<file path="config.mk">
export PLATFORM = sky130hd
export DESIGN_NAME = ct_uart_readback_flat
export DESIGN_NICKNAME = d
export VERILOG_FILES = /design/src/rtl/ct_uart_readback_if.sv /design/src/rtl/ct_uart_readback.sv /design/src/flat_wrapper.sv
export SDC_FILE = /design/constraint.sdc
export NUM_CORES = 1
export LEC_CHECK = 0
export BUFFER_PORTS_ARGS = -buffer_cell sky130_fd_sc_hd__buf_2
export CAP_MARGIN = 5
export CORE_UTILIZATION = 27
export DETAILED_ROUTE_END_ITERATION = 8
export PLACE_DENSITY_LB_ADDON = 0.25
export SLEW_MARGIN = 20
export SYNTH_ARGS = -nofsm -noshare
export SYNTH_HDL_FRONTEND = slang
export SYNTH_SLANG_ARGS = --single-unit
</file>
<file path="constraint.sdc">
create_clock -name clk -period 4.3 [get_ports clk]
set_input_delay 0.645 -clock clk [delete_from_list [all_inputs] [get_ports clk]]
set_output_delay 0.645 -clock clk [all_outputs]
set_load 0.01 [all_outputs]
</file>
<file path="src/rtl/ct_uart_readback_if.sv">
// Word-memory read port used by the ciphertext UART readback engine.
interface ct_uart_readback_if #(
  parameter int MEM_AW = 10
) ();
  logic              mem_rd;
  logic [MEM_AW-1:0] mem_addr;
  logic [31:0]       mem_rdata;

  modport master (output mem_rd, output mem_addr, input mem_rdata);
  modport slave  (input mem_rd, input mem_addr, output mem_rdata);
endinterface

</file>
<file path="src/rtl/ct_uart_readback.sv">
// Reads the ciphertext block from word memory and streams it big-endian over UART 8N1.
module ct_uart_readback #(
  parameter int CLKS_PER_BIT = 868,
  parameter int BASE_WORD    = 72,
  parameter int NUM_WORDS    = 4,
  parameter int MEM_AW       = 10
) (
  input  logic                   clk,
  input  logic                   reset,
  input  logic                   start,
  ct_uart_readback_if.master     mem,
  output logic                   tx,
  output logic                   busy,
  output logic                   done
);
  localparam int BW = $clog2(CLKS_PER_BIT);
  localparam int WW = (NUM_WORDS > 1) ? $clog2(NUM_WORDS) : 1;

  typedef enum logic [2:0] {
    S_IDLE  = 3'd0,
    S_READ  = 3'd1,
    S_LATCH = 3'd2,
    S_START = 3'd3,
    S_DATA  = 3'd4,
    S_STOP  = 3'd5
  } state_t;

  state_t            r_state;
  state_t            w_state_nxt;
  logic [BW-1:0]     r_baud;
  logic [2:0]        r_bit;
  logic [1:0]        r_b;
  logic [WW-1:0]     r_w;
  logic [31:0]       r_shift;
  logic              r_fin;
  logic              r_mem_rd;
  logic [MEM_AW-1:0] r_mem_addr;
  logic              r_tx;
  logic              r_busy;
  logic              r_done;

  logic              w_baud_last;
  logic [7:0]        w_byte;
  logic              w_mem_rd_nxt;
  logic [MEM_AW-1:0] w_mem_addr_nxt;
  logic              w_tx_nxt;
  logic              w_busy_nxt;
  logic              w_done_nxt;

  assign w_baud_last = (r_baud == BW'(CLKS_PER_BIT - 1));
  assign w_byte      = r_shift[{r_b, 3'b000} +: 8];

  always_ff @(posedge clk or posedge reset) begin
    if (reset) begin
      r_state <= S_IDLE;
    end else begin
      r_state <= w_state_nxt;
    end
  end

  always_comb begin
    w_state_nxt = r_state;
    case (r_state)
      S_IDLE: begin
        if (start) w_state_nxt = S_READ;
        else       w_state_nxt = S_IDLE;
      end
      S_READ:  w_state_nxt = S_LATCH;
      S_LATCH: w_state_nxt = S_START;
      S_START: begin
        if (w_baud_last) w_state_nxt = S_DATA;
        else             w_state_nxt = S_START;
      end
      S_DATA: begin
        if (w_baud_last && (r_bit == 3'd7)) w_state_nxt = S_STOP;
        else                                w_state_nxt = S_DATA;
      end
      S_STOP: begin
        if (!w_baud_last)               w_state_nxt = S_STOP;
        else if (r_b != 2'd0)           w_state_nxt = S_START;
        else if (r_w != {WW{1'b0}})     w_state_nxt = S_READ;
        else                            w_state_nxt = S_IDLE;
      end
      default: w_state_nxt = S_IDLE;
    endcase
  end

  always_ff @(posedge clk or posedge reset) begin
    if (reset) begin
      r_baud  <= {BW{1'b0}};
      r_bit   <= 3'd0;
      r_b     <= 2'd0;
      r_w     <= {WW{1'b0}};
      r_shift <= 32'd0;
      r_fin   <= 1'b0;
    end else begin
      if ((r_state == S_START) || (r_state == S_DATA) || (r_state == S_STOP)) begin
        r_baud <= w_baud_last ? {BW{1'b0}} : (r_baud + BW'(1));
      end else begin
        r_baud <= {BW{1'b0}};
      end
      if (r_state == S_DATA) begin
        if (w_baud_last) r_bit <= r_bit + 3'd1;
      end else begin
        r_bit <= 3'd0;
      end
      if ((r_state == S_IDLE) && start) begin
        r_w <= WW'(NUM_WORDS - 1);
      end else if ((r_state == S_STOP) && (w_state_nxt == S_READ)) begin
        r_w <= r_w - WW'(1);
      end
      if (r_state == S_LATCH) begin
        r_shift <= mem.mem_rdata;
        r_b     <= 2'd3;
      end else if ((r_state == S_STOP) && (w_state_nxt == S_START)) begin
        r_b <= r_b - 2'd1;
      end
      r_fin <= (r_state == S_STOP) && (w_state_nxt == S_IDLE);
    end
  end

  // Memory strobes follow the next state so data lands in LATCH; line outputs lag the state by one cycle.
  always_comb begin
    w_mem_rd_nxt = (w_state_nxt == S_READ);
    if (w_state_nxt == S_READ) begin
      if (r_state == S_IDLE) w_mem_addr_nxt = MEM_AW'(BASE_WORD + NUM_WORDS - 1);
      else                   w_mem_addr_nxt = MEM_AW'(BASE_WORD) + MEM_AW'(r_w) - MEM_AW'(1);
    end else begin
      w_mem_addr_nxt = r_mem_addr;
    end
    case (r_state)
      S_START: w_tx_nxt = 1'b0;
      S_DATA:  w_tx_nxt = w_byte[r_bit];
      default: w_tx_nxt = 1'b1;
    endcase
    w_busy_nxt = (r_state != S_IDLE);
    w_done_nxt = r_fin;
  end

  always_ff @(posedge clk or posedge reset) begin
    if (reset) begin
      r_mem_rd   <= 1'b0;
      r_mem_addr <= {MEM_AW{1'b0}};
      r_tx       <= 1'b1;
      r_busy     <= 1'b0;
      r_done     <= 1'b0;
    end else begin
      r_mem_rd   <= w_mem_rd_nxt;
      r_mem_addr <= w_mem_addr_nxt;
      r_tx       <= w_tx_nxt;
      r_busy     <= w_busy_nxt;
      r_done     <= w_done_nxt;
    end
  end

  assign mem.mem_rd   = r_mem_rd;
  assign mem.mem_addr = r_mem_addr;
  assign tx           = r_tx;
  assign busy         = r_busy;
  assign done         = r_done;
endmodule

</file>
<file path="src/flat_wrapper.sv">
// flat-port wrapper written by rule: the top's interface ports become plain ports
module ct_uart_readback_flat 
#(
  parameter int CLKS_PER_BIT = 868,
  parameter int BASE_WORD    = 72,
  parameter int NUM_WORDS    = 4,
  parameter int MEM_AW       = 10
)
  (clk, reset, start, tx, busy, done, mem_mem_rd, mem_mem_addr, mem_mem_rdata);
  ct_uart_readback_if #(.MEM_AW(MEM_AW)) mem_i ();
  input  logic clk;
  input  logic reset;
  input  logic start;
  output logic tx;
  output logic busy;
  output logic done;
  output wire logic [$bits(mem_i.mem_rd)-1:0] mem_mem_rd;
  output wire logic [$bits(mem_i.mem_addr)-1:0] mem_mem_addr;
  input wire logic [$bits(mem_i.mem_rdata)-1:0] mem_mem_rdata;
  assign mem_mem_rd = mem_i.mem_rd;
  assign mem_mem_addr = mem_i.mem_addr;
  assign mem_i.mem_rdata = mem_mem_rdata;
  ct_uart_readback #(.CLKS_PER_BIT(CLKS_PER_BIT), .BASE_WORD(BASE_WORD), .NUM_WORDS(NUM_WORDS), .MEM_AW(MEM_AW)) u_core (.clk(clk), .reset(reset), .start(start), .mem(mem_i), .tx(tx), .busy(busy), .done(done));
endmodule
</file>
==> qor.csv, run 1 <==
metric,value,unit
status,completed,
crit path cell chain,"ha_1, or4b_4, nor3_4, o2111ai_1, a32oi_4, mux2_4",
Detail Placement HPWL,3870,um
first-pass GRT wire length,9260,um
RR Endpoint,u_core.mem.mem_addr[0]$_DFFE_PP0N_,
CTS H-tree lvls,3,
P_leak,1.51,nW
area delta synth->final,18.7,%
async set-reset flop share out of synthesis,100,%
CP Max Fanout,8,
WP data required,4.54,ns
initial DRC count,65,
sequential-to-total area share from yosys stat,52.9,%
CP top delay family,simple AND/OR/NAND/NOR gates,
Layout Nets,309,
PostCTS Resize Cnt,0,
Final Wtd Congestion,0.697,
crit path buf inv count,0,
max-slew violation count,0,
final hold vios,0,
row cnt,37,
WS Path Type,flop to flop,
synthesis-stage register bit count,62,
worst r2r src,u_core.r_baud[0]$_DFF_PP0_,
Die ar.,11300,um^2
Synth Warn #,0,
DRC Markers,0,
Hold Crit Depth,0,
WL per Instance,13.3,um
DRT Pass-1 Iters,4,
"Slowest-stage cell, CP",or4b_4,
R2R setup slack,1.85,ns
Post-Syn Area,2930,um^2
clock skew,0.0190,ns
Critical Path Sink Type,flop,
DP Area,3260,um^2
Syn Inst Count,224,
syn avg cell area,13.1,um^2
ys flop type,dfrtp_1,
commonest cells in the synthesized netlist,"dfrtp_1 (61), mux2_2 (32), nor2_1 (22), inv_1 (9)",
clock-pin slew on the worst setup and hold paths,0.09,ns
Post-synth EDFFs,0,
vias in the first global route,1932,
"slowest stage delay, CP",0.49,ns
Post-DRT Antenna Nets,0,
gr ovfl total,0,
Max transition margin,38.6,%
setup repair bufs after CTS,0,
clk root buf,clkbuf_8,
CTS tree,yes,
RSZ-0062 raised after global routing,false,
worst hold endpoint,u_core.done$_DFF_PP0_,
Startpoint Class,flop,
Period minus WS final,2.45,ns
initial core utilization,28.2,%
largest net degree at the start of global routing,45,
Total GRT Usage,10.7,%
Slew @ Worst Pin,0.920,ns
Clock Sinks,62,
synth unique cells,42,
I/O pins,49,
WL final,5430,um
Antenna Cells,0,
hold crit path type,flop to flop,
dominant cell type by area after synthesis,dfrtp_1,
fraction of layout cells with a size suffix above 1,43.1,%
max cap viols,0,
post-layout util,33.4,%
Max Clock Freq,408,MHz
post-synth top area share,52.0,%
die width,106,um
synth top area cells,"dfrtp_1 (52%), mux2_2 (12%), mux4_2 (6.1%)",
hold path start,u_core.r_fin$_DFF_PP0_,
Vias/cell,4.42,
Final Cycle Share,57.0,%
setup TNS,0,ns
TritonCTS Buffers,9,
most frequent cell after synthesis,dfrtp_1,
Peak VDD IR,0.000209,V
Die Span Y,106,um
CORE AREA,10400,um^2
"Clk Latency, worst-skew pair",0.35,ns
DR vias,1814,
cell area after layout,3480,um^2
# setup viols final,0,
Post-CTS Hold Fix Bufs,0,
PortBufs,43,
maximum root-to-sink buffer count,2,
worst reg2reg path depth,6,
antenna violations before repair,0,
arrival time at the worst endpoint,2.70,ns
Power Density,353,nW/um^2
==> cells in the final DEF (no fill, tap or decap), types with 2 or more instances in the layout <==
cell	n
inv_1	8
dfrtp_1	61
nand4_1	3
o21ai_0	3
nand3_1	7
clkinv_2	2
nand2b_1	3
nor2_1	21
buf_2	43
xor2_1	3
nand3b_1	2
conb_1	5
bufinv_16	2
xnor2_1	7
nand2_1	6
nor3_1	4
buf_4	2
ha_1	5
clkbuf_8	9
mux2_4	2
nor2b_1	2
mux4_2	8
mux2_2	32
clkinv_4	2
mux2i_1	8
or2_2	3
==> state kept, by name, summed over array words and instances (netlist names) <==
name,cells
u_core.r_fin,1
u_core.r_baud,10
u_core.mem.mem_rd,1
u_core.mem.mem_addr,5
u_core.busy,1
u_core.tx,1
u_core.r_w,2
u_core.r_shift,32
u_core.r_b,2
u_core.r_state,3
u_core.r_bit,3
u_core.done,1
==> layer usage <==
metal	vias to the layer above	track usage, %	share of wire (%)
met4	0	4.46	1.4
met2	42	17.3	48
met3	8	3.99	5.0
met5	-	0	0
met1	895	12.8	46
li1	869	-	-
==> metrics by stage <==
stage	worst slack (ns)	std cells	hold WS [ns]	power [mW]
5_1_grt	1.69	410	0.361	1.29
2_1_floorplan	2.02	228	0.331	0.652
3_3_place_gp	1.88	394	0.334	0.673
3_5_place_dp	1.81	394	0.337	0.674
4_1_cts	1.82	410	0.355	1.25
6_report	1.85	410	0.351	1.23
==> how the worst max path moves through the flow <==
| stage | start | end | slack (ns) | cells past startpoint |
|---|---|---|---|---|
| 4_1_cts | u_core.r_baud[0]$_DFF_PP0_ | u_core.mem.mem_addr[0]$_DFFE_PP0N_ | 1.82 | 6 |
| 2_1_floorplan | u_core.r_baud[0]$_DFF_PP0_ | u_core.mem.mem_addr[0]$_DFFE_PP0N_ | 2.02 | 6 |
| 5_1_grt | u_core.r_baud[0]$_DFF_PP0_ | u_core.mem.mem_addr[1]$_DFFE_PP0N_ | 1.69 | 6 |
| 6_report | u_core.r_baud[0]$_DFF_PP0_ | u_core.mem.mem_addr[0]$_DFFE_PP0N_ | 1.85 | 6 |
| 3_5_place_dp | u_core.r_baud[0]$_DFF_PP0_ | u_core.mem.mem_addr[0]$_DFFE_PP0N_ | 1.81 | 6 |
| 3_3_place_gp | u_core.r_baud[0]$_DFF_PP0_ | u_core.mem.mem_addr[0]$_DFFE_PP0N_ | 1.88 | 6 |
==> worst register-to-register path: stages (launching register included) <==
cell,delay [ns]
dfrtp_1,0.40
ha_1,0.21
or4b_4,0.49
nor3_4,0.37
o2111ai_1,0.26
a32oi_4,0.32
mux2_4,0.33
==> cell families (layout without fill, tap and decap cells) <==
logic type	Yosys count	after routing	synth area share, %
flops	62	62	52.9
simple gates	61	61	11.4
mux	50	50	22.2
buf+inv	24	70	4.18
compound gates	11	11	4.05
xor+xnor	10	10	2.99
fa+ha+maj	5	5	2.13
other cells	1	5	0.128
==> layout make-up <==
class	count	area, um^2
inverter	9	33.8
clock buffer	9	124
fill	1071	6930
multi-input combinational	142	1270
timing repair buffer	45	230
tap	136	170
sequential	62	1550
clock inverter	7	96.3
==> power breakdown <==
group,internal [mW],switching (mW)
registers,0.599,0.00765
logic,0.0303,0.0244
clock network,0.328,0.241
total,0.957,0.273
No activity file was read; power rests on OpenSTA's default activity.
==> run 2: changes to the inputs <==
clock period = 2.4 ns   (was 4.3 ns; I/O delays follow)
==> run 2 against run 1 <==
Flip-flop and latch count unchanged. Final cell count increased by 1.5%. Register-to-register slack got worse by 1.7 ns. Total power increased by 69%. Critical path type unchanged.
==> qor.csv, run 2 (synthesis gave the netlist of run 1 again) <==
metric,value,unit
status,completed,
Biggest register,u_core.r_shift,
# setup viols final,0,
max-slew violation count,0,
setup TNS,0,ns
multi-input logic area,1280,um^2
Total GRT Usage,10.5,%
max cap viols,0,
Final Cycle Share,95.8,%
initial DRC count,43,
CTS tree,yes,
Max Clock Freq,435,MHz
antenna violations before repair,0,
Detail Placement HPWL,3800,um
setup repair bufs after CTS,0,
clock-pin slew on the worst setup and hold paths,0.07,ns
Post-DRT Antenna Nets,0,
final hold vios,0,
PortBufs,43,
WS Path Type,flop to flop,
die width,106,um
I/O pins,49,
Power Density,590,nW/um^2
row cnt,37,
CP Max Fanout,6,
Layout Nets,316,
P_leak,1.53,nW
Critical path origin,u_core.r_baud[0]$_DFF_PP0_,
fraction of layout cells with a size suffix above 1,44.3,%
CTS H-tree lvls,3,
first-pass GRT wire length,9190,um
WL per Instance,12.7,um
WP data required,2.62,ns
largest net degree at the start of global routing,63,
area delta synth->final,20.0,%
clock skew,0.00896,ns
RSZ-0062 raised after global routing,false,
worst r2r src,u_core.r_baud[0]$_DFF_PP0_,
arrival time at the worst endpoint,2.52,ns
Final WS setup,0.100,ns
Final Wtd Congestion,0.750,
vias in the first global route,1900,
maximum root-to-sink buffer count,2,
hold crit path type,primary input to asynchronous set/reset pin,
Critical Path Sink Type,flop,
Antenna Cells,0,
pre-CTS WS,0.0493,ns
"commonest non-fill, non-tap cell in the layout",dfrtp_1,
# fillers,1058,
DRT Pass-1 Iters,4,
register area,1550,um^2
Die Span Y,106,um
CORE AREA,10400,um^2
DR vias,1829,
TritonCTS Buffers,9,
Clock Sinks,62,
Startpoint Class,flop,
initial core utilization,28.2,%
"commonest non-fill, non-tap cells in the layout","dfrtp_1 (61), buf_2 (43), mux2_2 (32)",
Die ar.,11300,um^2
clk root buf,clkbuf_8,
max reg flops,32,
"Clk Latency, worst-skew pair",0.33,ns
Period minus WS final,2.30,ns
Vias/cell,4.40,
WL final,5290,um
Peak VDD IR,0.000252,V
DRC Markers,0,
gr ovfl total,0,
run 2: per-layer routing:
metal / part of all wire (%) / global-route usage (%)
met5: 0 / 0
met1: 47 / 13.3
met2: 47 / 16.3
met3: 4.9 / 4.23
met4: 1.2 / 3.27
run 2: power by group:
| group | switching [mW] | internal (mW) | total (mW) |
|---|---|---|---|
| logic | 0.0438 | 0.0567 | 0.100 |
| registers | 0.0135 | 1.07 | 1.09 |
| clock network | 0.389 | 0.499 | 0.888 |
run 2: what timing repair did:
action,in CTS,in global routing
resized for setup,0,1
hold buffers,0,0
setup endpoints to repair,0,2
run 2: final timing paths:
check / to / slack (ns) / depth (start not counted)
hold / removal: u_core.r_shift[24]$_DFFE_PP0P_ / 0.08 / 3
min in group clk: u_core.r_shift[20]$_DFFE_PP0P_ / 0.25 / 2
setup reg to reg: u_core.mem.mem_addr[0]$_DFFE_PP0N_ / 0.10 / 6
hold reg to reg: u_core.done$_DFF_PP0_ / 0.35 / 0
max in group asynchronous: u_core.tx$_DFF_PP1_ / 2.00 / 3
setup / recovery: u_core.mem.mem_addr[0]$_DFFE_PP0N_ / 0.10 / 6
run 2: cell type report:
type	count	area share, %
Clock buffer	11	4.02
Timing Repair Buffer	52	8.39
Clock inverter	4	1.35
Inverter	9	0.960
Tap cell	136	4.83
Multi-Input combinational cell	142	36.3
Sequential cell	62	44.1
run 2: metrics by stage:
| stage | cell area (um^2) | util, % | std cells | power (mW) | hold WS (ns) |
|---|---|---|---|---|---|
| 6_report | 3520 | 33.8 | 416 | 2.08 | 0.0801 |
| 5_1_grt | 3520 | 33.8 | 416 | 2.16 | 0.101 |
| 4_1_cts | 3520 | 33.8 | 416 | 2.12 | 0.0863 |
| 3_5_place_dp | 3330 | 31.9 | 401 | 1.21 | 0.339 |
| 3_3_place_gp | 3330 | 31.9 | 401 | 1.21 | 0.335 |
| 2_1_floorplan | 2950 | - | 228 | 1.17 | 0.331 |
run 2: critical path: stages (launching register included):
cell and delay [ns]:
dfrtp_1 0.38, ha_1 0.20, or4b_4 0.49, nor3_4 0.23
a41oi_4 0.18, a32oi_4 0.37, mux2_4 0.34
==> run 3: changes to the inputs <==
SETUP_SLACK_MARGIN = 0.5   (was default)
clock period = 2.9 ns   (was 2.4 ns; I/O delays follow)
==> run 3 against run 2 <==
Combinational power shrank 17%. Clock power is 12% lower. Flip-flop and latch count did not move. Fmax down 0.23%. Critical path type unchanged.
==> qor.csv, run 3 (synthesis gave the netlist of run 1 again) <==
metric,value,unit
Final Wtd Congestion,0.707,
RSZ-0062 raised after global routing,false,
crit path cell chain,"ha_1, or4b_4, nor3_4, o2111ai_1, a32oi_4, mux2_4",
antenna violations before repair,0,
arrival time at the worst endpoint,2.53,ns
CORE AREA,10400,um^2
vias in the first global route,1966,
setup TNS,0,ns
clock-pin slew on the worst setup and hold paths,0.07,ns
"commonest non-fill, non-tap cell in the layout",dfrtp_1,
"commonest non-fill, non-tap cells in the layout","dfrtp_1 (61), buf_2 (43), mux2_2 (32)",
largest net degree at the start of global routing,33,
initial DRC count,69,
CTS tree,yes,
worst r2r src,u_core.r_baud[0]$_DFF_PP0_,
Post-CTS Hold Fix Bufs,0,
CTS H-tree lvls,3,
Die ar.,11300,um^2
Post-DRT Antenna Nets,0,
Clock Sinks,62,
Max Clock Freq,434,MHz
Detail Placement HPWL,3920,um
R2R setup slack,0.59,ns
max reg flops,32,
"Slowest-stage cell, CP",or4b_4,
Vias/cell,4.45,
Biggest register,u_core.r_shift,
Layout Nets,313,
Startpoint Class,flop,
Power Density,504,nW/um^2
Final WS setup,0.595,ns
Die Span Y,106,um
pre-CTS WS,0.429,ns
Antenna Cells,0,
fraction of layout cells with a size suffix above 1,43.5,%
WS Path Type,flop to flop,
PortBufs,43,
WL final,5550,um
WL per Instance,13.4,um
maximum root-to-sink buffer count,2,
initial core utilization,28.2,%
die width,106,um
worst reg2reg path depth,6,
max-slew violation count,0,
post-layout util,33.6,%
clk root buf,clkbuf_8,
gr ovfl total,0,
DR vias,1841,
Period minus WS final,2.31,ns
WP data required,3.12,ns
"Clk Latency, worst-skew pair",0.33,ns
final hold vios,0,
hold crit path type,primary input to asynchronous set/reset pin,
Final Cycle Share,79.5,%
clock skew,0.00470,ns
status,completed,
Total GRT Usage,11.3,%
Critical Path Sink Type,flop,
TritonCTS Buffers,9,
max cap viols,0,
RR Endpoint,u_core.mem.mem_addr[1]$_DFFE_PP0N_,
power after layout,1.76,mW
Peak VDD IR,0.000258,V
row cnt,37,
area delta synth->final,19.2,%
CP Max Fanout,6,
DRC Markers,0,
"slowest stage delay, CP",0.49,ns
first-pass GRT wire length,9830,um
DRT Pass-1 Iters,5,
# setup viols final,0,
P_leak,1.52,nW
I/O pins,49,
[run 3: cell types whose count changed in the layout (fill, tap and decap cells not counted)]
cell | before | now
clkbuf_1 | 1 | 2
buf_12 | 1 | 0
clkbuf_8 | 10 | 11
clkinv_2 | 2 | 1
buf_4 | 8 | 6
[run 3: cell type report]
| class | instances | area (um^2) |
|---|---|---|
| Fill cell | 1060 | 6920 |
| Inverter | 9 | 33.8 |
| Tap cell | 136 | 170 |
| Clock inverter | 3 | 42.5 |
| Multi-Input combinational cell | 142 | 1280 |
| Sequential cell | 62 | 1550 |
| Clock buffer | 13 | 159 |
| Timing Repair Buffer | 49 | 260 |
[run 3: per-layer routing]
layer | wire [um] | vias to the layer above | global-route usage [%]
li1 | - | 881 | -
met1 | 2680 | 911 | 14.8
met2 | 2530 | 43 | 16.7
met3 | 275 | 6 | 4.17
met4 | 65 | 0 | 4.76
met5 | 0 | - | 0
[run 3: report_power, final]
part | internal [mW] | switching, mW
Combinational | 0.0458 | 0.0369
Clock | 0.444 | 0.336
Sequential | 0.888 | 0.0117
Total | 1.38 | 0.384
[run 3: through the flow]
stage                     instance area (um^2)  hold slack (ns)  cells
after floorplan                           2950            0.331    228
after global placement                    3280            0.334    397
after detailed placement                  3280            0.342    397
after CTS                                 3490            0.129    414
after global routing                      3500            0.151    414
final                                     3500            0.120    414
[run 3: timing repair]
item / in CTS / in global routing
cloned: 0 / 0
pin swaps: 1 / 2
setup buffers: 1 / 0
resized for setup: 0 / 1
setup endpoints to repair: 2 / 7
[run 3: critical path: cells and delay by family, from the launching register on]
kind | cells | cell delay [ns]
simple gates | 2 | 0.73
compound gates | 2 | 0.54
mux | 1 | 0.33
fa+ha+maj | 1 | 0.21
flops | 1 | 0.39
[run 3: worst max path at each step]
stage                          startpoint                                  to  slack (ns)  cells after the start
6_report       u_core.r_baud[0]$_DFF_PP0_  u_core.mem.mem_addr[1]$_DFFE_PP0N_        0.59                      6
3_5_place_dp   u_core.r_baud[0]$_DFF_PP0_  u_core.mem.mem_addr[1]$_DFFE_PP0N_        0.43                      6
5_1_grt        u_core.r_baud[0]$_DFF_PP0_  u_core.mem.mem_addr[0]$_DFFE_PP0N_        0.50                      6
3_3_place_gp   u_core.r_baud[0]$_DFF_PP0_  u_core.mem.mem_addr[1]$_DFFE_PP0N_        0.49                      6
2_1_floorplan  u_core.r_baud[0]$_DFF_PP0_  u_core.mem.mem_addr[0]$_DFFE_PP0N_        0.62                      6
4_1_cts        u_core.r_baud[0]$_DFF_PP0_  u_core.mem.mem_addr[1]$_DFFE_PP0N_        0.51                      6
